**config.mk**
```make
export PLATFORM = sky130hd
export DESIGN_NAME = routing_unit_lock_flat
export DESIGN_NICKNAME = d
export VERILOG_FILES = /design/src/rtl/noc_pkg.sv /design/src/rtl/routing_unit_lock_if.sv /design/src/rtl/xy_route_calc.sv /design/src/rtl/routing_unit_lock.sv /design/src/flat_wrapper.sv
export SDC_FILE = /design/constraint.sdc
export NUM_CORES = 1
export LEC_CHECK = 0
export ABC_AREA = 1
export BUFFER_PORTS_ARGS = -buffer_cell sky130_fd_sc_hd__buf_2
export CAP_MARGIN = 20
export CORE_UTILIZATION = 42
export CTS_BUF_LIST = sky130_fd_sc_hd__clkbuf_8
export DETAILED_ROUTE_END_ITERATION = 8
export HOLD_SLACK_MARGIN = 0.02
export PLACE_DENSITY = 0.93
export SLEW_MARGIN = 0
export SYNTH_ARGS = -nofsm -noshare
export SYNTH_HDL_FRONTEND = slang
export SYNTH_SLANG_ARGS = --single-unit
```
**constraint.sdc**
```tcl
create_clock -name clk -period 1.45 [get_ports clk]
set_clock_uncertainty 0.05 [all_clocks]
set_input_delay 0.3625 -clock clk [delete_from_list [all_inputs] [get_ports clk]]
set_output_delay 0.3625 -clock clk [all_outputs]
set_load 0.01 [all_outputs]
```
**src/rtl/noc_pkg.sv**
```systemverilog
// Shared route encoding, per-channel FSM states and mesh sizing helper for
// the mesh router's routing logic.
package noc_pkg;

    typedef logic [2:0] route_t;

    localparam route_t ROUTE_LOCAL = 3'd0;
    localparam route_t ROUTE_NORTH = 3'd1;
    localparam route_t ROUTE_SOUTH = 3'd2;
    localparam route_t ROUTE_EAST  = 3'd3;
    localparam route_t ROUTE_WEST  = 3'd4;

    localparam int CNT_W = 16;

    typedef enum logic {
        ST_IDLE   = 1'b0,
        ST_LOCKED = 1'b1
    } ch_state_e;

    // Node ID width: {y,x} packed with the minimum bits for each dimension.
    function automatic int id_width(input int mesh_x, input int mesh_y);
        return $clog2(mesh_x) + $clog2(mesh_y);
    endfunction

endpackage

```
**src/rtl/routing_unit_lock_if.sv**
```systemverilog
// Flit-side inputs and locked-route outputs of routing_unit_lock.
// The pkt_cnt signal exists only when ROUTE_PKT_CNT_EN is defined.
interface routing_unit_lock_if #(
    parameter int NUM_CH = 5,
    parameter int ID_W   = 4
);
    logic [NUM_CH-1:0]      flit_valid;
    logic [NUM_CH-1:0]      flit_head;
    logic [NUM_CH-1:0]      flit_tail;
    logic [NUM_CH*ID_W-1:0] flit_dest;
    logic [NUM_CH-1:0]      flit_fire;
    logic [NUM_CH-1:0]      route_valid;
    logic [NUM_CH*3-1:0]    route;
    logic [NUM_CH-1:0]      dest_err;
`ifdef ROUTE_PKT_CNT_EN
    logic [NUM_CH*16-1:0]   pkt_cnt;
`endif

    modport master (
        output flit_valid, flit_head, flit_tail, flit_dest, flit_fire,
`ifdef ROUTE_PKT_CNT_EN
        input  pkt_cnt,
`endif
        input  route_valid, route, dest_err
    );

    modport slave (
        input  flit_valid, flit_head, flit_tail, flit_dest, flit_fire,
`ifdef ROUTE_PKT_CNT_EN
        output pkt_cnt,
`endif
        output route_valid, route, dest_err
    );
endinterface

```
**src/rtl/xy_route_calc.sv**
```systemverilog
// Combinational dimension-ordered (X then Y) output-port selection with an
// out-of-range destination flag.
module xy_route_calc
    import noc_pkg::*;
#(
    parameter int MESH_X   = 4,
    parameter int MESH_Y   = 4,
    parameter int ROUTER_X = 0,
    parameter int ROUTER_Y = 0,
    parameter int XW       = $clog2(MESH_X),
    parameter int YW       = $clog2(MESH_Y)
) (
    input  logic [XW-1:0] x_d,
    input  logic [YW-1:0] y_d,
    output route_t        route,
    output logic          range_err
);
    localparam logic [31:0] MX = 32'(MESH_X);
    localparam logic [31:0] MY = 32'(MESH_Y);
    localparam logic [31:0] RX = 32'(ROUTER_X);
    localparam logic [31:0] RY = 32'(ROUTER_Y);

    logic [31:0] x_ext_s;
    logic [31:0] y_ext_s;

    assign x_ext_s = 32'(x_d);
    assign y_ext_s = 32'(y_d);

    // Out-of-range IDs go local so the NI can drop them.
    always_comb begin
        range_err = (x_ext_s >= MX) || (y_ext_s >= MY);
        route     = ROUTE_LOCAL;
        if (range_err) begin
            route = ROUTE_LOCAL;
        end else if (x_ext_s > RX) begin
            route = ROUTE_EAST;
        end else if (x_ext_s < RX) begin
            route = ROUTE_WEST;
        end else if (y_ext_s < RY) begin
            route = ROUTE_NORTH;
        end else if (y_ext_s > RY) begin
            route = ROUTE_SOUTH;
        end else begin
            route = ROUTE_LOCAL;
        end
    end
endmodule

```
**src/rtl/routing_unit_lock.sv**
```systemverilog
// Registered XY routing unit: each input channel locks a route on its head
// flit until the tail is consumed. ROUTE_PKT_CNT_EN adds per-channel packet counters.
module routing_unit_lock
    import noc_pkg::*;
#(
    parameter int MESH_X   = 4,
    parameter int MESH_Y   = 4,
    parameter int ROUTER_X = 0,
    parameter int ROUTER_Y = 0,
    parameter int NUM_CH   = 5
) (
    input  logic               clk,
    input  logic               rst_n,
    routing_unit_lock_if.slave bus
);
    localparam int XW   = $clog2(MESH_X);
    localparam int YW   = $clog2(MESH_Y);
    localparam int ID_W = id_width(MESH_X, MESH_Y);

    logic [NUM_CH-1:0]   route_valid_s;
    logic [NUM_CH*3-1:0] route_s;
    logic [NUM_CH-1:0]   dest_err_s;

    for (genvar i = 0; i < NUM_CH; i++) begin : g_ch
        ch_state_e state_r;
        ch_state_e state_s;
        logic      load_s;
        route_t    calc_route_s;
        logic      calc_err_s;
        route_t    route_r;
        logic      err_r;

        xy_route_calc #(
            .MESH_X  (MESH_X),
            .MESH_Y  (MESH_Y),
            .ROUTER_X(ROUTER_X),
            .ROUTER_Y(ROUTER_Y),
            .XW      (XW),
            .YW      (YW)
        ) u_calc (
            .x_d      (bus.flit_dest[i*ID_W +: XW]),
            .y_d      (bus.flit_dest[i*ID_W+XW +: YW]),
            .route    (calc_route_s),
            .range_err(calc_err_s)
        );

        // Next state: IDLE waits for a head, LOCKED waits for the tail to fire.
        always_comb begin
            state_s = state_r;
            load_s  = 1'b0;
            case (state_r)
                ST_IDLE: begin
                    if (bus.flit_valid[i] && bus.flit_head[i]) begin
                        state_s = ST_LOCKED;
                        load_s  = 1'b1;
                    end else begin
                        state_s = ST_IDLE;
                    end
                end
                ST_LOCKED: begin
                    if (bus.flit_fire[i] && bus.flit_tail[i]) begin
                        state_s = ST_IDLE;
                    end else begin
                        state_s = ST_LOCKED;
                    end
                end
                default: begin
                    state_s = ST_IDLE;
                end
            endcase
        end

        // State, locked route and sticky range error; route holds after release.
        always_ff @(posedge clk or negedge rst_n) begin
            if (!rst_n) begin
                state_r <= ST_IDLE;
                route_r <= ROUTE_LOCAL;
                err_r   <= 1'b0;
            end else begin
                state_r <= state_s;
                if (load_s) begin
                    route_r <= calc_route_s;
                    err_r   <= err_r | calc_err_s;
                end
            end
        end

`ifdef ROUTE_PKT_CNT_EN
        logic [CNT_W-1:0] cnt_r;

        // Counts packets accepted on this channel, wrapping naturally.
        always_ff @(posedge clk or negedge rst_n) begin
            if (!rst_n) begin
                cnt_r <= 16'd0;
            end else if (load_s) begin
                cnt_r <= cnt_r + 16'd1;
            end
        end

        assign bus.pkt_cnt[i*CNT_W +: CNT_W] = cnt_r;
`endif

        assign route_valid_s[i]  = (state_r == ST_LOCKED);
        assign route_s[i*3 +: 3] = route_r;
        assign dest_err_s[i]     = err_r;
    end

    assign bus.route_valid = route_valid_s;
    assign bus.route       = route_s;
    assign bus.dest_err    = dest_err_s;
endmodule

```
**src/flat_wrapper.sv**
```systemverilog
// flat-port wrapper written by rule: the top's interface ports become plain ports
module routing_unit_lock_flat import noc_pkg::*;
#(
    parameter int MESH_X   = 4,
    parameter int MESH_Y   = 4,
    parameter int ROUTER_X = 0,
    parameter int ROUTER_Y = 0,
    parameter int NUM_CH   = 5
)
  (clk, rst_n, bus_flit_valid, bus_flit_head, bus_flit_tail, bus_flit_dest, bus_flit_fire, bus_route_valid, bus_route, bus_dest_err);
  routing_unit_lock_if #(.NUM_CH(NUM_CH), .ID_W(4)) bus_i ();
  input  logic clk;
  input  logic rst_n;
  input wire logic [$bits(bus_i.flit_valid)-1:0] bus_flit_valid;
  input wire logic [$bits(bus_i.flit_head)-1:0] bus_flit_head;
  input wire logic [$bits(bus_i.flit_tail)-1:0] bus_flit_tail;
  input wire logic [$bits(bus_i.flit_dest)-1:0] bus_flit_dest;
  input wire logic [$bits(bus_i.flit_fire)-1:0] bus_flit_fire;
  output wire logic [$bits(bus_i.route_valid)-1:0] bus_route_valid;
  output wire logic [$bits(bus_i.route)-1:0] bus_route;
  output wire logic [$bits(bus_i.dest_err)-1:0] bus_dest_err;
  assign bus_i.flit_valid = bus_flit_valid;
  assign bus_i.flit_head = bus_flit_head;
  assign bus_i.flit_tail = bus_flit_tail;
  assign bus_i.flit_dest = bus_flit_dest;
  assign bus_i.flit_fire = bus_flit_fire;
  assign bus_route_valid = bus_i.route_valid;
  assign bus_route = bus_i.route;
  assign bus_dest_err = bus_i.dest_err;
  routing_unit_lock #(.MESH_X(MESH_X), .MESH_Y(MESH_Y), .ROUTER_X(ROUTER_X), .ROUTER_Y(ROUTER_Y), .NUM_CH(NUM_CH)) u_core (.clk(clk), .rst_n(rst_n), .bus(bus_i));
endmodule
```
# ---- Yosys cells after proc, flatten, opt, wreduce, memory -nomap -nowiden
# Cells that the tools add are included.
dict set report totals {
  input_bits 42
  reg_bits 25
}
dict set report classes {
  n_lt_le_gt_ge 30
  bitwise_logic 10
  mux 45
  reduce_logical 15
}
# op count
set ops {}
lappend ops {{3-bit 2-to-1 mux} 15}
lappend ops {{2-bit by 3-bit greater-or-equal comparator with 1-bit output, second input constant} 10}
lappend ops {{2-bit by 1-bit > comparator with 1-bit output, second input constant} 10}
lappend ops {{2-bit by 1-bit less-than comparator with 1-bit output, second input constant} 10}
lappend ops {{2-bit 2-to-1 mux} 10}
lappend ops {{1-bit 2-to-1 mux} 15}
lappend ops {{1-bit logical AND} 10}
lappend ops {{1-bit one-hot mux with 2 select lines} 5}
lappend ops {{1-bit logical OR} 5}
lappend ops {{1-bit inverter} 5}
lappend ops {{1-bit OR} 5}

# ---- Logic depth before layout (Yosys ltp)
# Gate-level depths: netlist of the first run.
dict set report logic_depth {
  ltp_word 6
  mapped_depth 4
  mapped_depth_nobuf 4
}

# ---- Hierarchy
# From an unflattened synthesis of the first run, not the netlist that was laid out.
dict set report hier_totals {
  hier_cells 155
  area_unflattened_um2 1282.5
}
# mod n_inst area_per_inst_um2 seq_area_each_um2 cells_each
set modules_own_cells {}
lappend modules_own_cells {routing_unit_lock 1 1101.1 625.6 120}
lappend modules_own_cells {xy_route_calc 5 36.3 0.0 7}

# ---- Worst setup path after synthesis of the first run
# Ideal clock, no wire load.
dict set report synth_path {
  kind {reg-to-output}
  from {register u_core.g_ch[0].state_r}
  to {output port bus_route_valid[0]}
  path_stages_with_launch 2
  t_arrival_ps 519
  path_buffers 1
  path_slack_ps 518
  cell_sequence {dfrtp_1 > buf_4}
}
# item line_no
set synth_lines {}
lappend synth_lines {{start, declared} routing_unit_lock.sv:25} ;# ch_state_e state_r;
lappend synth_lines {{start signal, assigned} routing_unit_lock.sv:80} ;# state_r <= state_s;
lappend synth_lines {{end, declared} flat_wrapper.sv:19} ;# output wire logic [$bits(bus_i.route_valid)-1:0] bus_route_valid;
# No word-level cell between the ends.

# ---- Final worst setup path of the first run
dict set report layout_path {
  from {register u_core.g_ch[2].state_r}
  to {output port bus_route_valid[2]}
}
# item line_no
set layout_lines {}
lappend layout_lines {{start, declared} routing_unit_lock.sv:25}
lappend layout_lines {{start signal, assigned} routing_unit_lock.sv:80}
# No word-level cell between the ends.

==> results of run 1 <==
[flip-flops by register name, indices dropped and copies added, names as in the netlist]
signal	count
u_core.g_ch.state_r	5
u_core.g_ch.route_r	10
[cells in the mapped netlist]
library cell | n | area (sq um)
nand2_1 | 55 | 206
buf_4 | 15 | 113
dfrtp_1 | 15 | 375
nor2_1 | 15 | 56.3
inv_1 | 10 | 37.5
nand3_1 | 5 | 25.0
conb_1 | 1 | 3.75
[metrics by stage]
stage	total power, mW	instances	worst slack (ps)
floorplan	0.846	125	518
global placement	0.969	191	516
detailed placement	0.990	191	494
CTS	1.32	196	232
global route	1.40	196	209
finish	1.31	196	237
[power groups by stage]
stage,combinational (mW),sequential [mW],clock (mW)
after floorplan,0.213,0.633,0
after global placement,0.379,0.590,0
after detailed placement,0.396,0.594,0
after CTS,0.399,0.589,0.332
after global routing,0.449,0.604,0.348
final,0.394,0.591,0.324
[cells in the final DEF (no fill, tap or decap), drive strengths merged]
cell type / count
clkbuf: 3
dfrtp: 15
buf: 56
nand3: 5
nor2: 15
nand2: 55
conb: 10
dlygate4sd3: 1
inv: 11
[path summary, 6_finish.rpt]
kind / to / from
max: bus_route_valid[2] / u_core.g_ch[2].state_r
min: u_core.g_ch[1].state_r / bus_flit_tail[1]
max reg2reg: u_core.g_ch[2].route_r[0] / u_core.g_ch[2].state_r
min reg2reg: u_core.g_ch[1].route_r[0] / u_core.g_ch[1].route_r[0]
max in group asynchronous: u_core.g_ch[0].route_r[0] / rst_n
min in group asynchronous: u_core.g_ch[4].state_r / rst_n
[metal layers]
metal  GRT usage  share of wire
met2       0.363           0.55
met4      0.0235              0
met1       0.178           0.40
met3      0.0392          0.057
met5           0              0
[logic make-up after synthesis]
logic type,Yosys count,synth area share
flip-flops,15,0.459
AND/OR/NAND/NOR,75,0.352
buffers and inverters,25,0.184
other,1,0.00459
[cell type report]
class	count	area, sq um	area share
Clock inverter	1	3.75	0.00340
Inverter	10	37.5	0.0340
Clock buffer	3	41.3	0.0374
Multi-Input combinational cell	85	325	0.294
Timing Repair Buffer	57	290	0.263
Sequential cell	15	375	0.340
Tap cell	25	31.3	0.0283
==> reports/qor.yml, run 1 <==
num_rows: 15
worstSetupPathType: "register to output pin"
internal_power_mw: 0.888
power.static_leakage_nw: 0.685
cts-root-to-sink-buffers: 2
layout_worst_path_cycle_share: 0.836
critical_path.slowest_cell: "dfrtp_1"
floorplan.initialDensity: 0.458
grt_pass1_vias: 774
capturing_element_type_of_the_critical_path: "output pin"
place.port_buffers: 56
postSynthCellCount: 116
final_period_minus_worst_setup_slack_ps: 1210
worst_hold_slack_ps: 319
wl_per_cell_microns: 8.88
placedInstanceArea_sq_um: 1050
drt-initial-drc-count: 8
cellPowerDensity_nw_per_um2: 1180
setup.worst_path.start_class: "register"
cap_violations: 0
fin_setup_tns_ps: 0
die_y_microns: 46.1
critical_path.cell_chain: "buf_2"
final_core_util: 0.620
drt_pass1_iterations: 4
chip_width_microns: 46.1
num_antenna_cells: 0
timing.reg2reg.worst_path_depth: 4
worstPathArrival_ps: 800
route.final.wire_length_mm: 1.74
top_level_ports: 67
gr-total-overflow: 0
cts-resized-gates: 0
postCtsHoldBufs: 1
combinationalPowerShare: 0.301
highest_achievable_clock_rate_mhz: 825
drive_gt1_frac: 0.345
p_sw_frac: 0.321
cp.buffers_inverters: 1
tritoncts_clock_tree: "built"
cts.root.buffer_cell: "clkbuf_8"
cts-htree-levels: 1
grt_start_max_net_pins: 16
post_cts_buffers: 0
gp_routability_congestion: 0.676
layout.nets: 214
tritoncts.num_buffers: 3
drcViolationCount: 0
reg2reg_setup_slack_ps: 570
timing.critical_path.depth: 1
syn_area_per_cell_sq_um: 7.04
path_delay_family: "flip-flops"
clkSlewWorstSetupHoldPaths_ps: 60
ys_seq_elements: 15
layout_area_overhead_pct: 35.2
cts_sinks: 15
rsz0062_at_grt: "false"
clk-insertion-delay-late_ps: 240
ys_seq_area_frac: 0.459
dpl.hpwl_mm: 1.48
finalMaxSlewViolations: 0
p_switching_mw: 0.420
setup_violations: 0
via_count: 838
route.detailed.vias_per_inst: 4.28
antenna_found_initial: 0
worstHoldPathType: "input port to register"
required_ps: 1040
hold_depth: 4
layout.filler_cells: 170
core_region_area_sq_um: 1780
critical_path.max_fanout: 4
timing_hold_violations_final: 0
cpPeakStageDelay_ps: 410
antenna_left: 0
ys_warn_count: 0
grt_first_pass_wirelength_mm: 2.74
gr-usage-all-layers: 0.176
final_design_area_no_fill_sq_um: 1100
pwr-share-seq: 0.452
die_area_sq_um: 2130
ir_worst_vdd_mv: 0.822
syn_area_sq_um: 817
synth_cell_type_count: 7
power.clock.fraction: 0.247
status: "complete, no violations"
(Power assumes the default switching activity.)
==> inputs of run 2 (changes only) <==
--- a/config.mk
+++ b/config.mk
@@ -8,11 +8,11 @@
 export ABC_AREA = 1
 export BUFFER_PORTS_ARGS = -buffer_cell sky130_fd_sc_hd__buf_2
 export CAP_MARGIN = 20
-export CORE_UTILIZATION = 42
+export CORE_UTILIZATION = 39
 export CTS_BUF_LIST = sky130_fd_sc_hd__clkbuf_8
 export DETAILED_ROUTE_END_ITERATION = 8
 export HOLD_SLACK_MARGIN = 0.02
-export PLACE_DENSITY = 0.93
+export PLACE_DENSITY = 0.88
 export SLEW_MARGIN = 0
 export SYNTH_ARGS = -nofsm -noshare
 export SYNTH_HDL_FRONTEND = slang
==> constraint.sdc (replaced) <==
create_clock -name clk -period 1.3 [get_ports clk]
set_clock_uncertainty 0.05 [all_clocks]
set_input_delay 0.325 -clock clk [delete_from_list [all_inputs] [get_ports clk]]
set_output_delay 0.325 -clock clk [all_outputs]
set_load 0.01 [all_outputs]
==> run 2 against run 1 <==
Net effect: hold slack worse by 37 ps; global-route usage shrank 4.5 points; cell count up 1.0%; utilization decreased by 5.5 points; largest cell class unchanged; cell area up 0.23%.
==> reports/qor.yml, run 2 (synthesis results as in run 1) <==
drcViolationCount: 0  # unchanged
grt_pass1_vias: 590  # was 774
layout.filler_cells: 195  # was 170
via_count: 783  # was 838
die_y_microns: 47.8  # was 46.1 microns
grt_first_pass_wirelength_mm: 2.13  # was 2.74 mm
p_sw_frac: 0.312  # was 0.321
total_power_mw: 1.44  # was 1.31 mW
global_route.usage.met1: 0.148  # was 0.178
cellPowerDensity_nw_per_um2: 1300  # was 1180 nW/um^2
cts-root-to-sink-buffers: 2  # unchanged
finalMaxSlewViolations: 0  # unchanged
antenna_found_initial: 0  # unchanged
combinationalPowerShare: 0.304  # was 0.301
reg2reg_setup_slack_ps: 430  # was 570 ps
worst_setup_path_endpoint: "bus_route_valid[4]"  # was bus_route_valid[2]
p_switching_mw: 0.448  # was 0.420 mW
cpPeakStageDelay_ps: 400  # was 410 ps
gr-total-overflow: 0  # unchanged
tritoncts_clock_tree: "built"  # unchanged
final_period_minus_worst_setup_slack_ps: 1170
critical_path.cell_chain: "buf_2"  # unchanged
timing_hold_violations_final: 0  # unchanged
power.static_leakage_nw: 0.685  # unchanged
critical_path.startpoint: "u_core.g_ch[4].state_r"  # was u_core.g_ch[2].state_r
dpl.hpwl_mm: 1.28  # was 1.48 mm
gr-usage-all-layers: 0.131  # was 0.176
chip_width_microns: 47.8  # was 46.1 microns
groute.layer.met2.usage: 0.227  # was 0.363
grt_start_max_net_pins: 16  # unchanged
ir_worst_vdd_mv: 0.660  # was 0.822 mV
status: "complete, no violations"  # unchanged
reg2reg_to: "u_core.g_ch[1].route_r[0]"  # was u_core.g_ch[2].route_r[0]
clkSlewWorstSetupHoldPaths_ps: 60  # about the same
critical_path.max_fanout: 4  # unchanged
internal_power_mw: 0.990  # was 0.888 mW
floorplan.initialDensity: 0.416  # was 0.458
die_area_sq_um: 2280  # was 2130 sq um
route.detailed.vias_per_inst: 3.95  # was 4.28
setup.worst_path.start_class: "register"  # unchanged
largest_registers: "u_core.g_ch.route_r x10, u_core.g_ch.state_r x5"  # unchanged
layout_worst_path_cycle_share: 0.897
grt.met3_usage: 0.0189  # was 0.0392
tritoncts.num_buffers: 3  # unchanged
place.port_buffers: 56  # unchanged
drt-initial-drc-count: 4  # was 8
pwr-share-seq: 0.454  # was 0.452
wl_per_cell_microns: 7.65  # was 8.88 microns
critical_path.slowest_cell: "dfrtp_1"  # unchanged
timing.reg2reg.worst_path_depth: 4  # unchanged
layout.cells.most_common_list: "56 x buf_2, 55 x nand2_1, 15 x nor2_1, 15 x dfrtp_1, 11 x inv_1"  # unchanged
cts.root.buffer_cell: "clkbuf_8"  # unchanged
drt_pass1_iterations: 4  # unchanged
route.final.wire_length_mm: 1.51  # was 1.74 mm
worstSetupPathType: "register to output pin"  # unchanged
busiest_layer: "met2"  # unchanged
required_ps: 930  # was 1040 ps
rsz0062_at_grt: "false"  # unchanged
highest_achievable_clock_rate_mhz: 857
mostFrequentLayoutCell: "buf_2"  # unchanged
largest_register_ffs: 10  # unchanged
post_cts_buffers: 0  # unchanged
largest-register: "u_core.g_ch.route_r"  # unchanged
cap_violations: 0  # unchanged
cts_sinks: 15  # unchanged
startpoint_of_the_lowest_slack_register_to_register_path: "u_core.g_ch[1].state_r"  # was u_core.g_ch[2].state_r
cts-htree-levels: 1  # unchanged
gp_routability_congestion: 0.723  # was 0.676
clk-insertion-delay-late_ps: 240  # about the same
num_antenna_cells: 0  # unchanged
antenna_left: 0  # unchanged
capturing_element_type_of_the_critical_path: "output pin"  # unchanged
fin_setup_tns_ps: 0  # unchanged
core_region_area_sq_um: 1960  # was 1780 sq um
layout_area_overhead_pct: 35.5  # was 35.2%
path_delay_family: "flip-flops"  # unchanged
num_rows: 16  # was 15
worstHoldPathType: "input port to register"  # unchanged
power.clock.fraction: 0.243  # was 0.247
worstPathArrival_ps: 790  # was 800 ps
top_level_ports: 67  # unchanged
timing.critical_path.depth: 1  # unchanged
setup_violations: 0  # unchanged
drive_gt1_frac: 0.345  # unchanged
layout.nets: 214  # unchanged
cp.buffers_inverters: 1  # unchanged
run 2: cell counts in the layout (fill, tap and decap cells not counted):
Identical to the previous run, type by type.
run 2: worst min-delay path by stage:
stage,start,to,slack (ps),cells past startpoint
2_1_floorplan,rst_n,u_core.g_ch[0].route_r[0],-20,0
5_1_grt,bus_flit_tail[3],u_core.g_ch[3].state_r,300,4
3_5_place_dp,rst_n,u_core.g_ch[3].state_r,200,1
6_report,bus_flit_tail[1],u_core.g_ch[1].state_r,280,4
3_3_place_gp,rst_n,u_core.g_ch[3].state_r,200,1
4_1_cts,bus_flit_tail[3],u_core.g_ch[3].state_r,280,4
run 2: area by class of cell:
cell class / count / area (sq um) / area share
inverter: 10 / 37.5 / 0.0339
clock buffer: 3 / 41.3 / 0.0373
tap: 27 / 33.8 / 0.0305
timing repair buffer: 57 / 290 / 0.262
multi-input combinational: 85 / 325 / 0.294
clock inverter: 1 / 3.75 / 0.00339
sequential: 15 / 375 / 0.339
run 2: metal layers:
layer | vias to the layer above | routed length, microns
li1 | 431 | -
met1 | 323 | 668
met2 | 27 | 754
met3 | 2 | 72
met4 | 0 | 19
met5 | - | 0
run 2: through the flow:
| stage | util | hold WS (ps) | cells | area (sq um) | setup WS [ps] |
|---|---|---|---|---|---|
| 2_1_floorplan | - | -20.6 | 125 | 851 | 406 |
| 3_3_place_gp | 0.536 | 197 | 193 | 1050 | 391 |
| 3_5_place_dp | 0.536 | 195 | 193 | 1050 | 390 |
| 4_1_cts | 0.564 | 282 | 198 | 1110 | 130 |
| 5_1_grt | 0.564 | 304 | 198 | 1110 | 94.4 |
| 6_report | 0.564 | 282 | 198 | 1110 | 133 |
run 2: repair_timing:
item,in CTS,in global routing
setup endpoints to repair,0,0
hold buffers,1,0
resized for setup,0,0
hold endpoints to repair,15,0
run 2: power groups by stage:
| stage | combinational (mW) | sequential [mW] | clock, mW |
|---|---|---|---|
| after global placement | 0.435 | 0.657 | 0 |
| after floorplan | 0.238 | 0.706 | 0 |
| final | 0.437 | 0.652 | 0.349 |
| after CTS | 0.444 | 0.653 | 0.358 |
| after global routing | 0.500 | 0.668 | 0.381 |
| after detailed placement | 0.441 | 0.660 | 0 |
